==> config.mk <==
export PLATFORM = sky130hd
export DESIGN_NAME = multicycle_control_flat
export DESIGN_NICKNAME = d
export VERILOG_FILES = /design/src/rtl/mips_pkg.sv /design/src/rtl/multicycle_control_if.sv /design/src/rtl/multicycle_control_retire_counter.sv /design/src/rtl/multicycle_control.sv /design/src/flat_wrapper.sv
export SDC_FILE = /design/constraint.sdc
export NUM_CORES = 1
export LEC_CHECK = 0
export CORE_MARGIN = 2
export CORE_UTILIZATION = 49
export DETAILED_ROUTE_END_ITERATION = 7
export GPL_TIMING_DRIVEN = 0
export PLACE_DENSITY = 0.79
export SLEW_MARGIN = 0
export SYNTH_ARGS = -nofsm -noshare
export SYNTH_HDL_FRONTEND = slang
export SYNTH_SLANG_ARGS = --single-unit
==> constraint.sdc <==
create_clock -name clk -period 2 [get_ports clk]
set_input_delay 0.3 -clock clk [delete_from_list [all_inputs] [get_ports clk]]
set_output_delay 0.3 -clock clk [all_outputs]
set_load 0.03 [all_outputs]
==> src/rtl/mips_pkg.sv <==
// Shared MIPS control definitions: opcodes, mux/ALU encodings and the
// multi-cycle controller state type.
package mips_pkg;

    localparam logic [5:0] OP_RTYPE = 6'h00;
    localparam logic [5:0] OP_ADDI  = 6'h08;
    localparam logic [5:0] OP_LW    = 6'h23;
    localparam logic [5:0] OP_SW    = 6'h2B;
    localparam logic [5:0] OP_BEQ   = 6'h04;
    localparam logic [5:0] OP_BNE   = 6'h05;
    localparam logic [5:0] OP_J     = 6'h02;

    localparam logic [1:0] ALU_ADD   = 2'b00;
    localparam logic [1:0] ALU_SUB   = 2'b01;
    localparam logic [1:0] ALU_FUNCT = 2'b10;

    localparam logic [1:0] SRCB_RT      = 2'b00;
    localparam logic [1:0] SRCB_FOUR    = 2'b01;
    localparam logic [1:0] SRCB_IMM     = 2'b10;
    localparam logic [1:0] SRCB_IMM_SH2 = 2'b11;

    localparam logic [1:0] PCSRC_ALU    = 2'b00;
    localparam logic [1:0] PCSRC_ALUOUT = 2'b01;
    localparam logic [1:0] PCSRC_JUMP   = 2'b10;

    typedef enum logic [3:0] {
        S_FETCH, S_DECODE, S_EXEC_R, S_WB_R, S_EXEC_I, S_WB_I,
        S_MEM_ADDR, S_MEM_RD, S_WB_MEM, S_MEM_WR, S_BRANCH, S_JUMP
    } stateT;

endpackage

==> src/rtl/multicycle_control_if.sv <==
// Controller-to-datapath bundle: instruction/memory status in, control strobes
// and mux selects out.
interface multicycle_control_if #(
    parameter int OPCODE_W = 6,
    parameter int ALUOP_W  = 2,
    parameter int CNT_W    = 32
) ();
    logic [OPCODE_W-1:0] opcode;
    logic                mem_ready;
    logic                pc_write;
    logic                pc_write_cond;
    logic                branch_ne;
    logic [1:0]          pc_source;
    logic                i_or_d;
    logic                mem_read;
    logic                mem_write;
    logic                ir_write;
    logic                mem_to_reg;
    logic                reg_dst;
    logic                reg_write;
    logic                alu_src_a;
    logic [1:0]          alu_src_b;
    logic [ALUOP_W-1:0]  alu_op;
    logic                illegal_op;
    logic                instr_retired;
    logic [CNT_W-1:0]    retired_count;

    modport master (
        input  opcode, mem_ready,
        output pc_write, pc_write_cond, branch_ne, pc_source, i_or_d, mem_read,
               mem_write, ir_write, mem_to_reg, reg_dst, reg_write, alu_src_a,
               alu_src_b, alu_op, illegal_op, instr_retired, retired_count
    );

    modport slave (
        output opcode, mem_ready,
        input  pc_write, pc_write_cond, branch_ne, pc_source, i_or_d, mem_read,
               mem_write, ir_write, mem_to_reg, reg_dst, reg_write, alu_src_a,
               alu_src_b, alu_op, illegal_op, instr_retired, retired_count
    );
endinterface

==> src/rtl/multicycle_control_retire_counter.sv <==
// Free-running retired-instruction counter; wraps modulo 2^CNT_W.
module retire_counter #(
    parameter int CNT_W = 32
) (
    input  logic             clk,
    input  logic             rst_n,
    input  logic             en,
    output logic [CNT_W-1:0] count
);
    // NOTE: sequential state uses non-blocking assignments only, so every flop
    // samples pre-edge values regardless of process ordering.
    always_ff @(posedge clk or negedge rst_n) begin
        if (!rst_n) count <= '0;
        else if (en) count <= count + CNT_W'(1);
    end
endmodule

==> src/rtl/multicycle_control.sv <==
// Multi-cycle MIPS main control FSM: sequences fetch/decode/execute/memory/
// writeback, stalls on mem_ready, flags illegal opcodes, counts retirements.
module multicycle_control
    import mips_pkg::*;
#(
    parameter int OPCODE_W = 6,
    parameter int ALUOP_W  = 2,
    parameter int CNT_W    = 32
) (
    input  logic                 clk,
    input  logic                 rst_n,
    multicycle_control_if.master bus
);
    stateT               stateQ, stateD;
    logic [OPCODE_W-1:0] opcodeQ;
    logic                retire;

    always_ff @(posedge clk or negedge rst_n) begin
        if (!rst_n) begin
            stateQ  <= S_FETCH;
            opcodeQ <= '0;
        end else begin
            stateQ <= stateD;
            if (stateQ == S_DECODE) opcodeQ <= bus.opcode;
        end
    end

    // NOTE: every output and stateD gets a default first so no path through
    // the case below can infer a latch.
    always_comb begin
        stateD            = stateQ;
        retire            = 1'b0;
        bus.pc_write      = 1'b0;
        bus.pc_write_cond = 1'b0;
        bus.branch_ne     = 1'b0;
        bus.pc_source     = PCSRC_ALU;
        bus.i_or_d        = 1'b0;
        bus.mem_read      = 1'b0;
        bus.mem_write     = 1'b0;
        bus.ir_write      = 1'b0;
        bus.mem_to_reg    = 1'b0;
        bus.reg_dst       = 1'b0;
        bus.reg_write     = 1'b0;
        bus.alu_src_a     = 1'b0;
        bus.alu_src_b     = SRCB_RT;
        bus.alu_op        = ALUOP_W'(ALU_ADD);
        bus.illegal_op    = 1'b0;

        // Reset forces every strobe low immediately, not just at the next edge.
        if (rst_n) begin
            unique case (stateQ)
                S_FETCH: begin
                    bus.mem_read  = 1'b1;
                    bus.alu_src_b = SRCB_FOUR;
                    if (bus.mem_ready) begin
                        bus.ir_write = 1'b1;
                        bus.pc_write = 1'b1;
                        stateD       = S_DECODE;
                    end
                end
                S_DECODE: begin
                    bus.alu_src_b = SRCB_IMM_SH2;
                    if      (bus.opcode == OPCODE_W'(OP_RTYPE)) stateD = S_EXEC_R;
                    else if (bus.opcode == OPCODE_W'(OP_ADDI))  stateD = S_EXEC_I;
                    else if (bus.opcode == OPCODE_W'(OP_LW) ||
                             bus.opcode == OPCODE_W'(OP_SW))    stateD = S_MEM_ADDR;
                    else if (bus.opcode == OPCODE_W'(OP_BEQ) ||
                             bus.opcode == OPCODE_W'(OP_BNE))   stateD = S_BRANCH;
                    else if (bus.opcode == OPCODE_W'(OP_J))     stateD = S_JUMP;
                    else begin
                        bus.illegal_op = 1'b1;
                        stateD         = S_FETCH;
                    end
                end
                S_EXEC_R: begin
                    bus.alu_src_a = 1'b1;
                    bus.alu_op    = ALUOP_W'(ALU_FUNCT);
                    stateD        = S_WB_R;
                end
                S_WB_R: begin
                    bus.reg_write = 1'b1;
                    bus.reg_dst   = 1'b1;
                    retire        = 1'b1;
                    stateD        = S_FETCH;
                end
                S_EXEC_I: begin
                    bus.alu_src_a = 1'b1;
                    bus.alu_src_b = SRCB_IMM;
                    stateD        = S_WB_I;
                end
                S_WB_I: begin
                    bus.reg_write = 1'b1;
                    retire        = 1'b1;
                    stateD        = S_FETCH;
                end
                S_MEM_ADDR: begin
                    bus.alu_src_a = 1'b1;
                    bus.alu_src_b = SRCB_IMM;
                    stateD = (opcodeQ == OPCODE_W'(OP_LW)) ? S_MEM_RD : S_MEM_WR;
                end
                S_MEM_RD: begin
                    bus.mem_read = 1'b1;
                    bus.i_or_d   = 1'b1;
                    if (bus.mem_ready) stateD = S_WB_MEM;
                end
                S_WB_MEM: begin
                    bus.reg_write  = 1'b1;
                    bus.mem_to_reg = 1'b1;
                    retire         = 1'b1;
                    stateD         = S_FETCH;
                end
                S_MEM_WR: begin
                    bus.mem_write = 1'b1;
                    bus.i_or_d    = 1'b1;
                    if (bus.mem_ready) begin
                        retire = 1'b1;
                        stateD = S_FETCH;
                    end
                end
                S_BRANCH: begin
                    bus.alu_src_a     = 1'b1;
                    bus.alu_op        = ALUOP_W'(ALU_SUB);
                    bus.pc_write_cond = 1'b1;
                    bus.pc_source     = PCSRC_ALUOUT;
                    bus.branch_ne     = (opcodeQ == OPCODE_W'(OP_BNE));
                    retire            = 1'b1;
                    stateD            = S_FETCH;
                end
                S_JUMP: begin
                    bus.pc_write  = 1'b1;
                    bus.pc_source = PCSRC_JUMP;
                    retire        = 1'b1;
                    stateD        = S_FETCH;
                end
                default: stateD = S_FETCH;
            endcase
        end
    end

    assign bus.instr_retired = retire;

    retire_counter #(.CNT_W(CNT_W)) uRetireCounter (
        .clk   (clk),
        .rst_n (rst_n),
        .en    (retire),
        .count (bus.retired_count)
    );
endmodule

==> src/flat_wrapper.sv <==
// flat-port wrapper written by rule: the top's interface ports become plain ports
module multicycle_control_flat import mips_pkg::*;
#(
    parameter int OPCODE_W = 6,
    parameter int ALUOP_W  = 2,
    parameter int CNT_W    = 32
)
  (clk, rst_n, bus_opcode, bus_mem_ready, bus_pc_write, bus_pc_write_cond, bus_branch_ne, bus_pc_source, bus_i_or_d, bus_mem_read, bus_mem_write, bus_ir_write, bus_mem_to_reg, bus_reg_dst, bus_reg_write, bus_alu_src_a, bus_alu_src_b, bus_alu_op, bus_illegal_op, bus_instr_retired, bus_retired_count);
  multicycle_control_if #(.OPCODE_W(OPCODE_W), .ALUOP_W(ALUOP_W), .CNT_W(CNT_W)) bus_i ();
  input  logic clk;
  input  logic rst_n;
  input wire logic [$bits(bus_i.opcode)-1:0] bus_opcode;
  input wire logic [$bits(bus_i.mem_ready)-1:0] bus_mem_ready;
  output wire logic [$bits(bus_i.pc_write)-1:0] bus_pc_write;
  output wire logic [$bits(bus_i.pc_write_cond)-1:0] bus_pc_write_cond;
  output wire logic [$bits(bus_i.branch_ne)-1:0] bus_branch_ne;
  output wire logic [$bits(bus_i.pc_source)-1:0] bus_pc_source;
  output wire logic [$bits(bus_i.i_or_d)-1:0] bus_i_or_d;
  output wire logic [$bits(bus_i.mem_read)-1:0] bus_mem_read;
  output wire logic [$bits(bus_i.mem_write)-1:0] bus_mem_write;
  output wire logic [$bits(bus_i.ir_write)-1:0] bus_ir_write;
  output wire logic [$bits(bus_i.mem_to_reg)-1:0] bus_mem_to_reg;
  output wire logic [$bits(bus_i.reg_dst)-1:0] bus_reg_dst;
  output wire logic [$bits(bus_i.reg_write)-1:0] bus_reg_write;
  output wire logic [$bits(bus_i.alu_src_a)-1:0] bus_alu_src_a;
  output wire logic [$bits(bus_i.alu_src_b)-1:0] bus_alu_src_b;
  output wire logic [$bits(bus_i.alu_op)-1:0] bus_alu_op;
  output wire logic [$bits(bus_i.illegal_op)-1:0] bus_illegal_op;
  output wire logic [$bits(bus_i.instr_retired)-1:0] bus_instr_retired;
  output wire logic [$bits(bus_i.retired_count)-1:0] bus_retired_count;
  assign bus_i.opcode = bus_opcode;
  assign bus_i.mem_ready = bus_mem_ready;
  assign bus_pc_write = bus_i.pc_write;
  assign bus_pc_write_cond = bus_i.pc_write_cond;
  assign bus_branch_ne = bus_i.branch_ne;
  assign bus_pc_source = bus_i.pc_source;
  assign bus_i_or_d = bus_i.i_or_d;
  assign bus_mem_read = bus_i.mem_read;
  assign bus_mem_write = bus_i.mem_write;
  assign bus_ir_write = bus_i.ir_write;
  assign bus_mem_to_reg = bus_i.mem_to_reg;
  assign bus_reg_dst = bus_i.reg_dst;
  assign bus_reg_write = bus_i.reg_write;
  assign bus_alu_src_a = bus_i.alu_src_a;
  assign bus_alu_src_b = bus_i.alu_src_b;
  assign bus_alu_op = bus_i.alu_op;
  assign bus_illegal_op = bus_i.illegal_op;
  assign bus_instr_retired = bus_i.instr_retired;
  assign bus_retired_count = bus_i.retired_count;
  multicycle_control #(.OPCODE_W(OPCODE_W), .ALUOP_W(ALUOP_W), .CNT_W(CNT_W)) u_core (.clk(clk), .rst_n(rst_n), .bus(bus_i));
endmodule
== Word level (Yosys, flattened, before mapping) ==
Index checks and enable logic that the tools add are counted.
Storage, ports and cells
  flip-flop bits (word level): 42
  input bits: 9
  output and inout port bits: 51
Operators by class
  add/subtract/negate cells: 1
  eq/ne operators: 22
  muxes and demuxes: 48
  reduce and logical (&&, ||, !) cells: 11
Operators with widths (number)
  2-to-1 mux 4 bit: 9
  adder 32 x 1 -> 32 bit, second input constant: 1
  2-to-1 mux 1 bit: 30
  one-hot mux 4 bit (7 select lines): 1
  == test 6 x 3 -> 1 bit, second input constant: 3
  == test 6 bit, second input constant: 3
  == test 4 x 3 -> 1 bit, second input constant: 4
  == test 4 bit, second input constant: 4
  == test 4 x 2 -> 1 bit, second input constant: 2
  one-hot mux 2 bit (2 select lines): 2
  == test 6 x 2 -> 1 bit, second input constant: 1
  == test 6 x 4 -> 1 bit, second input constant: 1
  logical NOT 6 bit: 1
  2-to-1 mux 2 bit: 3
  inequality test 2 bit, second input constant: 3
  one-hot mux 2 bit (3 select lines): 1
  OR reduction 2 bit: 3
  OR reduction 5 bit: 1
  == test 4 x 1 -> 1 bit, second input constant: 1
  logical NOT 4 bit: 1
  one-hot mux 1 bit (2 select lines): 2
  AND reduction 4 bit: 1
  OR reduction 4 bit: 1
  OR reduction 3 bit: 1
  logical OR 1 bit: 2

== Depth between registers and ports, before layout ==
Gate-level depths: netlist (run 1).
  word-level depth: 8
  mapped depth: 7
  mapped depth without buffers: 5

== Hierarchy ==
A second synthesis (run 1) with hierarchy kept.
Second synthesis, totals
  cell total of the unflattened synthesis: 226
  area, all modules: 2322.2 sq um
By module, submodules not included
  retire_counter: instances 1, cells each 123, area an instance 1448.9 sq um, seq. area each 800.8 sq um
  multicycle_control: instances 1, cells each 103, area an instance 873.3 sq um, seq. area each 250.2 sq um

== Least setup slack after synthesis (run 1) ==
Ideal clock, no wire load.
  path type: register to output
  from: reg u_core.stateQ[3]
  to: out bus_pc_write
  arrival: 2279 ps
  data required time: 1700 ps
  path slack: -579 ps
  cell stages (with the launch flop): 5
  buffers on the path: 1
  cells stage by stage: dfrtp_1 buf_2 or3_1 nor4_1 or2_2
On the way
  cells in the longest elaborated chain, start to end: 3
  elaborated cells on any way between the ends: 4
  classes of those cells: eq/ne: 1; mux: 2; reduce/logical: 1
RTL lines
  start: declaration: RTL line multicycle_control.sv:14  | stateT stateQ, stateD;
  start signal: assignment: RTL line multicycle_control.sv:23  | stateQ <= stateD;
  == test 4 bit or logical NOT 4 bit (tied branches): RTL line multicycle_control.sv:51  | unique case (stateQ)
  one-hot mux 1 bit (2 select lines) *: RTL line multicycle_control.sv:51
  2-to-1 mux 1 bit *: RTL line multicycle_control.sv:50  | if (rst_n) begin
  end: declaration: RTL line flat_wrapper.sv:14  | output wire logic [$bits(bus_i.pc_write)-1:0] bus_pc_write;
Every way passes the cells marked *; elsewhere a longest branch is shown, timed or not.

== Worst setup path in the final report (run 1) ==
Same ends and word-level chain as after synthesis.

==> results of run 1 <==
[critical path: cells and delay by family, from the launching register on]
family / cells / cell delay, ps
simple gates: 3 / 670
flops: 1 / 420
buf+inv: 2 / 300
[kinds of logic after synthesis]
family | count (synthesis) | share of synthesized area [%]
buffers and inverters | 15 | 3.44
XOR/XNOR | 32 | 11.7
AND/OR/NAND/NOR | 112 | 26.4
flip-flops | 42 | 43.8
multiplexers | 8 | 3.70
adder cells (fa/ha/maj) | 1 | 0.522
AO/OA/AOI/OAI | 29 | 10.4
[how the worst max path moves through the flow]
| stage | startpoint | end | cells past startpoint |
|---|---|---|---|
| 2_1_floorplan | u_core.stateQ[3] | bus_pc_write | 4 |
| 3_3_place_gp | rst_n | bus_pc_write | 6 |
| 3_5_place_dp | bus_opcode[1] | bus_illegal_op | 5 |
| 4_1_cts | bus_opcode[5] | bus_illegal_op | 5 |
| 5_1_grt | u_core.stateQ[3] | bus_pc_write | 5 |
| 6_report | u_core.stateQ[3] | bus_pc_write | 5 |
[per-layer routing]
layer  vias up  part of all wire [%]  global-route usage [%]
met2        45                    47                    33.4
met3        12                   3.4                    5.28
met4         0                   2.4                    7.27
li1       1013                     -                       -
met5         -                     0                       0
met1      1005                    47                    31.3
[state kept, by name (all words and copies together), names as in the netlist]
signal	cells
u_core.stateQ	4
u_core.opcodeQ	6
u_core.uRetireCounter.count	32
[cells in the mapped netlist, types with 3 or more instances]
library cell and instances:
and3_1 10, xor2_1 11, or3_1 4, nor2_1 19, buf_2 3, xnor2_1 21, dfrtp_1 42, inv_1 4
a21oi_1 5, nor3b_1 3, clkbuf_1 3, nor3_1 8, nand2b_1 4, buf_4 4, mux2_2 7, nor4_1 3
nand3_1 16, a31oi_1 3, nand4_1 8, and4_1 3, o21ai_0 4, nand2_1 19
[what timing repair did]
action                     4_1_cts  5_1_grt
setup endpoints to repair       19       30
pin swaps                        3        5
gates cloned                     0        0
hold buffers                     1        0
gates resized for setup         89       39
hold endpoints to repair        12        0
buffers inserted                 5        2
[cell type report]
| type | count | share of cell area, % |
|---|---|---|
| flip-flops and latches | 42 | 31.5 |
| repair buffers | 68 | 18.7 |
| plain buffers | 11 | 3.19 |
| clock inverters | 2 | 0.375 |
| clock buffers | 6 | 2.48 |
| well taps | 67 | 2.52 |
| inverters | 4 | 0.450 |
| multi-input cells | 182 | 40.7 |
[placed cells by master (no fill, tap or decap), types with 3 or more instances in the layout]
cell             Yosys  layout
nor3_1               8       7
clkdlybuf4s50_1      0      35
o21ai_0              4       4
buf_2                3       5
xor2_1              11      11
inv_1                4       4
buf_6                1       9
a31oi_1              3       3
mux2_2               7       7
nand3_1             16      16
clkbuf_2             0       4
nand2b_1             4       3
buf_4                4      14
or3_1                4       3
a21oi_1              5       4
and4_1               3       3
nor3b_1              3       3
dfrtp_1             42      42
nand2_1             19      18
nor2_2               0       3
xnor2_1             21      21
and3_1              10      10
clkbuf_8             0       6
clkdlybuf4s15_1      0       3
nand4_1              8       8
nor2_1              19      15
[power breakdown]
group,internal [mW],leakage [nW],switching (mW)
logic,0.542,0.823,0.664
clock network,0.277,0.0472,0.290
registers,0.964,0.567,0.0972
total,1.78,1.44,1.05
[per-stage QoR]
stage               utilization (%)  cell area (µm²)
finish                         70.6             3330
global route                   70.6             3330
global placement               65.6             3100
CTS                            69.7             3290
detailed placement             65.9             3110
floorplan                         -             2420
==> results.cfg, run 1 <==
[final_layout]
stdcell_count = 382
fillers = 369
regArea_mm2 = 0.00105
multiInputGateArea_mm2 = 0.00136
finalNetCount = 324
syn2layout_area_growth_pct = 39.0
drive_gt1_share_pct = 25.4
diodes = 0

[grt]
antenna_found_initial = 0
overflow = 0
first_global_vias = 1898
grt_pass1_wl_um = 9170
grt_usage_pct = 22.0
grt_start_max_net_pins = 34

[timing]
hold_violations = 1
whs_ps = -0.00600
rsz0062_at_grt = yes
skew_ps = 4.72
tightest_slew_ps = 555
period_minus_slack_ps = 1990
setup_tns_ps = 0
fin_crit_sh_pct = 99.7
slew_violations = 0
layout_setup_ws_ps = 5.65
setup_violations = 0
max_freq_ghz = 0.501
max_slew_margin_pct = 62.9

[setup_path]
worstPathArrival_ps = 1690
cp_slowest_cell = dfrtp_1
path_cells = buf_6 -> or3_4 -> nor4_4 -> or2_2 -> buf_4
reg2reg_setup_slack_ps = 100
worstSetupStartpointType = flip-flop
worstSetupEndpointType = output port
crit_path_max_fanout = 10
r2r_cells = 6
r2r-end = u_core.uRetireCounter.count[18]
max_stage_delay_ps = 420
r2r-start = u_core.uRetireCounter.count[5]
required_ps = 1700
critPathKind = reg2out

[synth]
syn-num-nets = 249
synth_area_per_cell_um2 = 10.0
synth_async_sr_flop_share_pct = 100
ys_top_cells_by_area = dfrtp_1 44%, xnor2_1 7.7%, xor2_1 4.0%, nand3_1 3.3%, mux2_2 3.3%
ys_seq_area_share_pct = 43.8
synth_edf_count = 0
synth_ff_type = dfrtp_1
synth-seq-cells = 42
synth-warning-count = 0
synth_cell_type_count = 52
synthesis.instances = 239
netlist_area_mm2 = 0.00240
yosysTopAreaCell = dfrtp_1
yosysTopAreaCellShare_pct = 43.8

[floorplanning]
num_rows = 25
dieHeight_um = 74.0
initial_core_util_pct = 50.8
die-area_mm2 = 0.00547
top_level_ports = 60
die_w_um = 74.0
fp.coreArea_mm2 = 0.00472

[route]
first_pass_iters = 4
drt_iter0_markers = 96
drc = 0
vias_per_cell = 5.43
drtAntennaViolNets = 0
finalWirelength_um = 5670
wl_per_cell_um = 14.9
vias = 2075

[outcome]
violations = hold timing
status = finished with violations

[clocking]
h-tree-depth = 2
cts_sinks = 42
clock_latency_ps = 290
clockBufferDepth = 2
clk_pin_slew_ps = 80
cts-root-buf = clkbuf_8
cts_tree = yes
cts_buffers = 5

[placement]
place.gp.congestion = 0.830
portBuffers = 59
dpl.hpwl_um = 4040
pre_cts_slack_ps = -765
dp_cells = 366

[power_and_ir_drop]
power_mw = 2.83
max-vdd-ir-drop_mv = 0.647
power_density_mw_per_mm2 = 850
leakagePower_nw = 1.44

[hold_path]
hp-class = in2async

[flow_run]
maxCapViolCount = 0
No activity file was read; power rests on OpenSTA's default activity.
==> run 2, diff against run 1 <==
Settings changed: GPL_ROUTABILITY_DRIVEN from default to 0.
==> results of run 2 <==
No change in the layout: final DEF, timing and power equal those of run 1.
==> run 3, diff against run 2 <==
Settings changed: CORE_UTILIZATION 49 to 45, PLACE_DENSITY 0.79 to 0.73.
==> run 3 against run 2 <==
  * The flow now finishes without violations
  * Clock-buffer cell count unchanged
  * Fmax increased by 0.63%
  * Routed wire length increased by 2.5%
  * Largest power group unchanged
==> results.cfg, run 3 (same netlist as run 1, synthesis figures left out) <==
[outcome]
status = finished clean

[route]
finalWirelength_um = 5810
vias = 2131
drc = 0
drtAntennaViolNets = 0
wl_per_cell_um = 15.0
drt_iter0_markers = 83
vias_per_cell = 5.49
first_pass_iters = 4

[power_and_ir_drop]
power_mw = 2.86
power_density_mw_per_mm2 = 851
leakagePower_nw = 1.46
max-vdd-ir-drop_mv = 0.625

[floorplanning]
dieHeight_um = 77.0
top_level_ports = 60
fp.coreArea_mm2 = 0.00514
initial_core_util_pct = 46.7
num_rows = 26
die-area_mm2 = 0.00593
die_w_um = 77.0

[grt]
first_global_vias = 1987
gr-usage-met2_pct = 32.5
use_met1_pct = 27.0
grt_util_met3_pct = 4.35
grt_usage_pct = 19.9
antenna_found_initial = 0
top_usage_layer = met2
grt_pass1_wl_um = 9570
overflow = 0
grt_start_max_net_pins = 20

[setup_path]
crit_family = simple AND/OR/NAND/NOR gates
required_ps = 1700
r2r-end = u_core.uRetireCounter.count[20]
reg2reg_setup_slack_ps = 70
cp_common_cell = buf_6
critPathKind = reg2out
crit_buf_inv = 2
r2r-start = u_core.stateQ[3]
worstPathArrival_ps = 1680
worstSetupStartpoint = u_core.stateQ[3]
r2r_cells = 7
path_cells = buf_6 -> or3_4 -> nor4_4 -> or2_4 -> buf_6
max_stage_delay_ps = 400
crit_path_max_fanout = 10
cp_slowest_cell = dfrtp_1
worstSetupStartpointType = flip-flop
worstSetupEndpointType = output port

[clocking]
cts_sinks = 42
cts-root-buf = clkbuf_8
clock_latency_ps = 300
cts_tree = yes
clockBufferDepth = 2
cts_buffers = 5
clk_pin_slew_ps = 80
h-tree-depth = 2

[timing]
slew_violations = 0
rsz0062_at_grt = yes
skew_ps = 10.7
setup_violations = 0
hold_violations = 0
max_freq_ghz = 0.505
fin_crit_sh_pct = 99.1
period_minus_slack_ps = 1980
tightest_slew_ps = 596
max_slew_margin_pct = 60.2

[final_layout]
drive_gt1_share_pct = 24.8
finalNetCount = 327
final_cell_mix = 42 x dfrtp_1, 35 x clkdlybuf4s50_1, 21 x xnor2_1
syn2layout_area_growth_pct = 40.0
diodes = 0
stdcell_count = 388
top_register = u_core.uRetireCounter.count
fillers = 434
mostFrequentLayoutCell = dfrtp_1
largest_reg_flops = 32
reg_top3 = u_core.uRetireCounter.count: 32 flops, u_core.opcodeQ: 6 flops, u_core.stateQ: 4 flops

[placement]
dp_cells = 369
dpl.hpwl_um = 3970
portBuffers = 59

[hold_path]
hp-class = in2async

[flow_run]
maxCapViolCount = 0
run 3: per-layer routing:
layer | up-vias | share of wire (%)
met2 | 49 | 50
met1 | 1058 | 44
met5 | - | 0
met3 | 7 | 4.7
met4 | 0 | 1.2
li1 | 1017 | -
run 3: repair_timing:
| action | in CTS | in global routing |
|---|---|---|
| gates resized for setup | 96 | 26 |
| hold endpoints to repair | 10 | 0 |
| gates cloned | 1 | 0 |
| buffers inserted | 3 | 5 |
| setup endpoints to repair | 19 | 26 |
| hold buffers | 2 | 0 |
| pin swaps | 2 | 4 |
run 3: power by group:
part | internal (mW) | switching (mW)
Combinational | 0.579 | 0.679
Sequential | 0.964 | 0.0934
Clock | 0.246 | 0.295
Total | 1.79 | 1.07
run 3: through the flow:
step | hold slack [ps] | utilization, % | TNS, ps | setup WS [ps] | instance area (µm²)
after floorplan | 4.41 | - | 0 | 15.1 | 2420
after global placement | 456 | 60.4 | -135530 | -2720 | 3100
after detailed placement | 193 | 60.7 | -6400 | -749 | 3120
after CTS | 97.2 | 64.7 | -2.13 | -2.13 | 3320
after global routing | 80.8 | 65.3 | -222 | -78.2 | 3360
final | 97.1 | 65.3 | 0 | 18.2 | 3360
run 3: how the worst max path moves through the flow:
stage / end / slack (ps) / cells after the start
floorplan: bus_pc_write / 20 / 4
global placement: bus_pc_write / -2720 / 6
detailed placement: bus_pc_write / -750 / 7
CTS: bus_reg_write / -2 / 6
global route: bus_mem_to_reg / -80 / 5
finish: bus_pc_write / 20 / 5
run 3: cell type report:
type                            count  area, µm²  share of cell area [%]
Sequential cell                    42       1050                    31.3
Inverter                            4       15.0                   0.447
Clock buffer                        6       72.6                    2.16
Tap cell                           70       87.6                    2.61
Clock inverter                      2       13.8                   0.410
Multi-Input combinational cell    182       1350                    40.2
Timing Repair Buffer               71        658                    19.6
Buffer                             11        109                    3.24
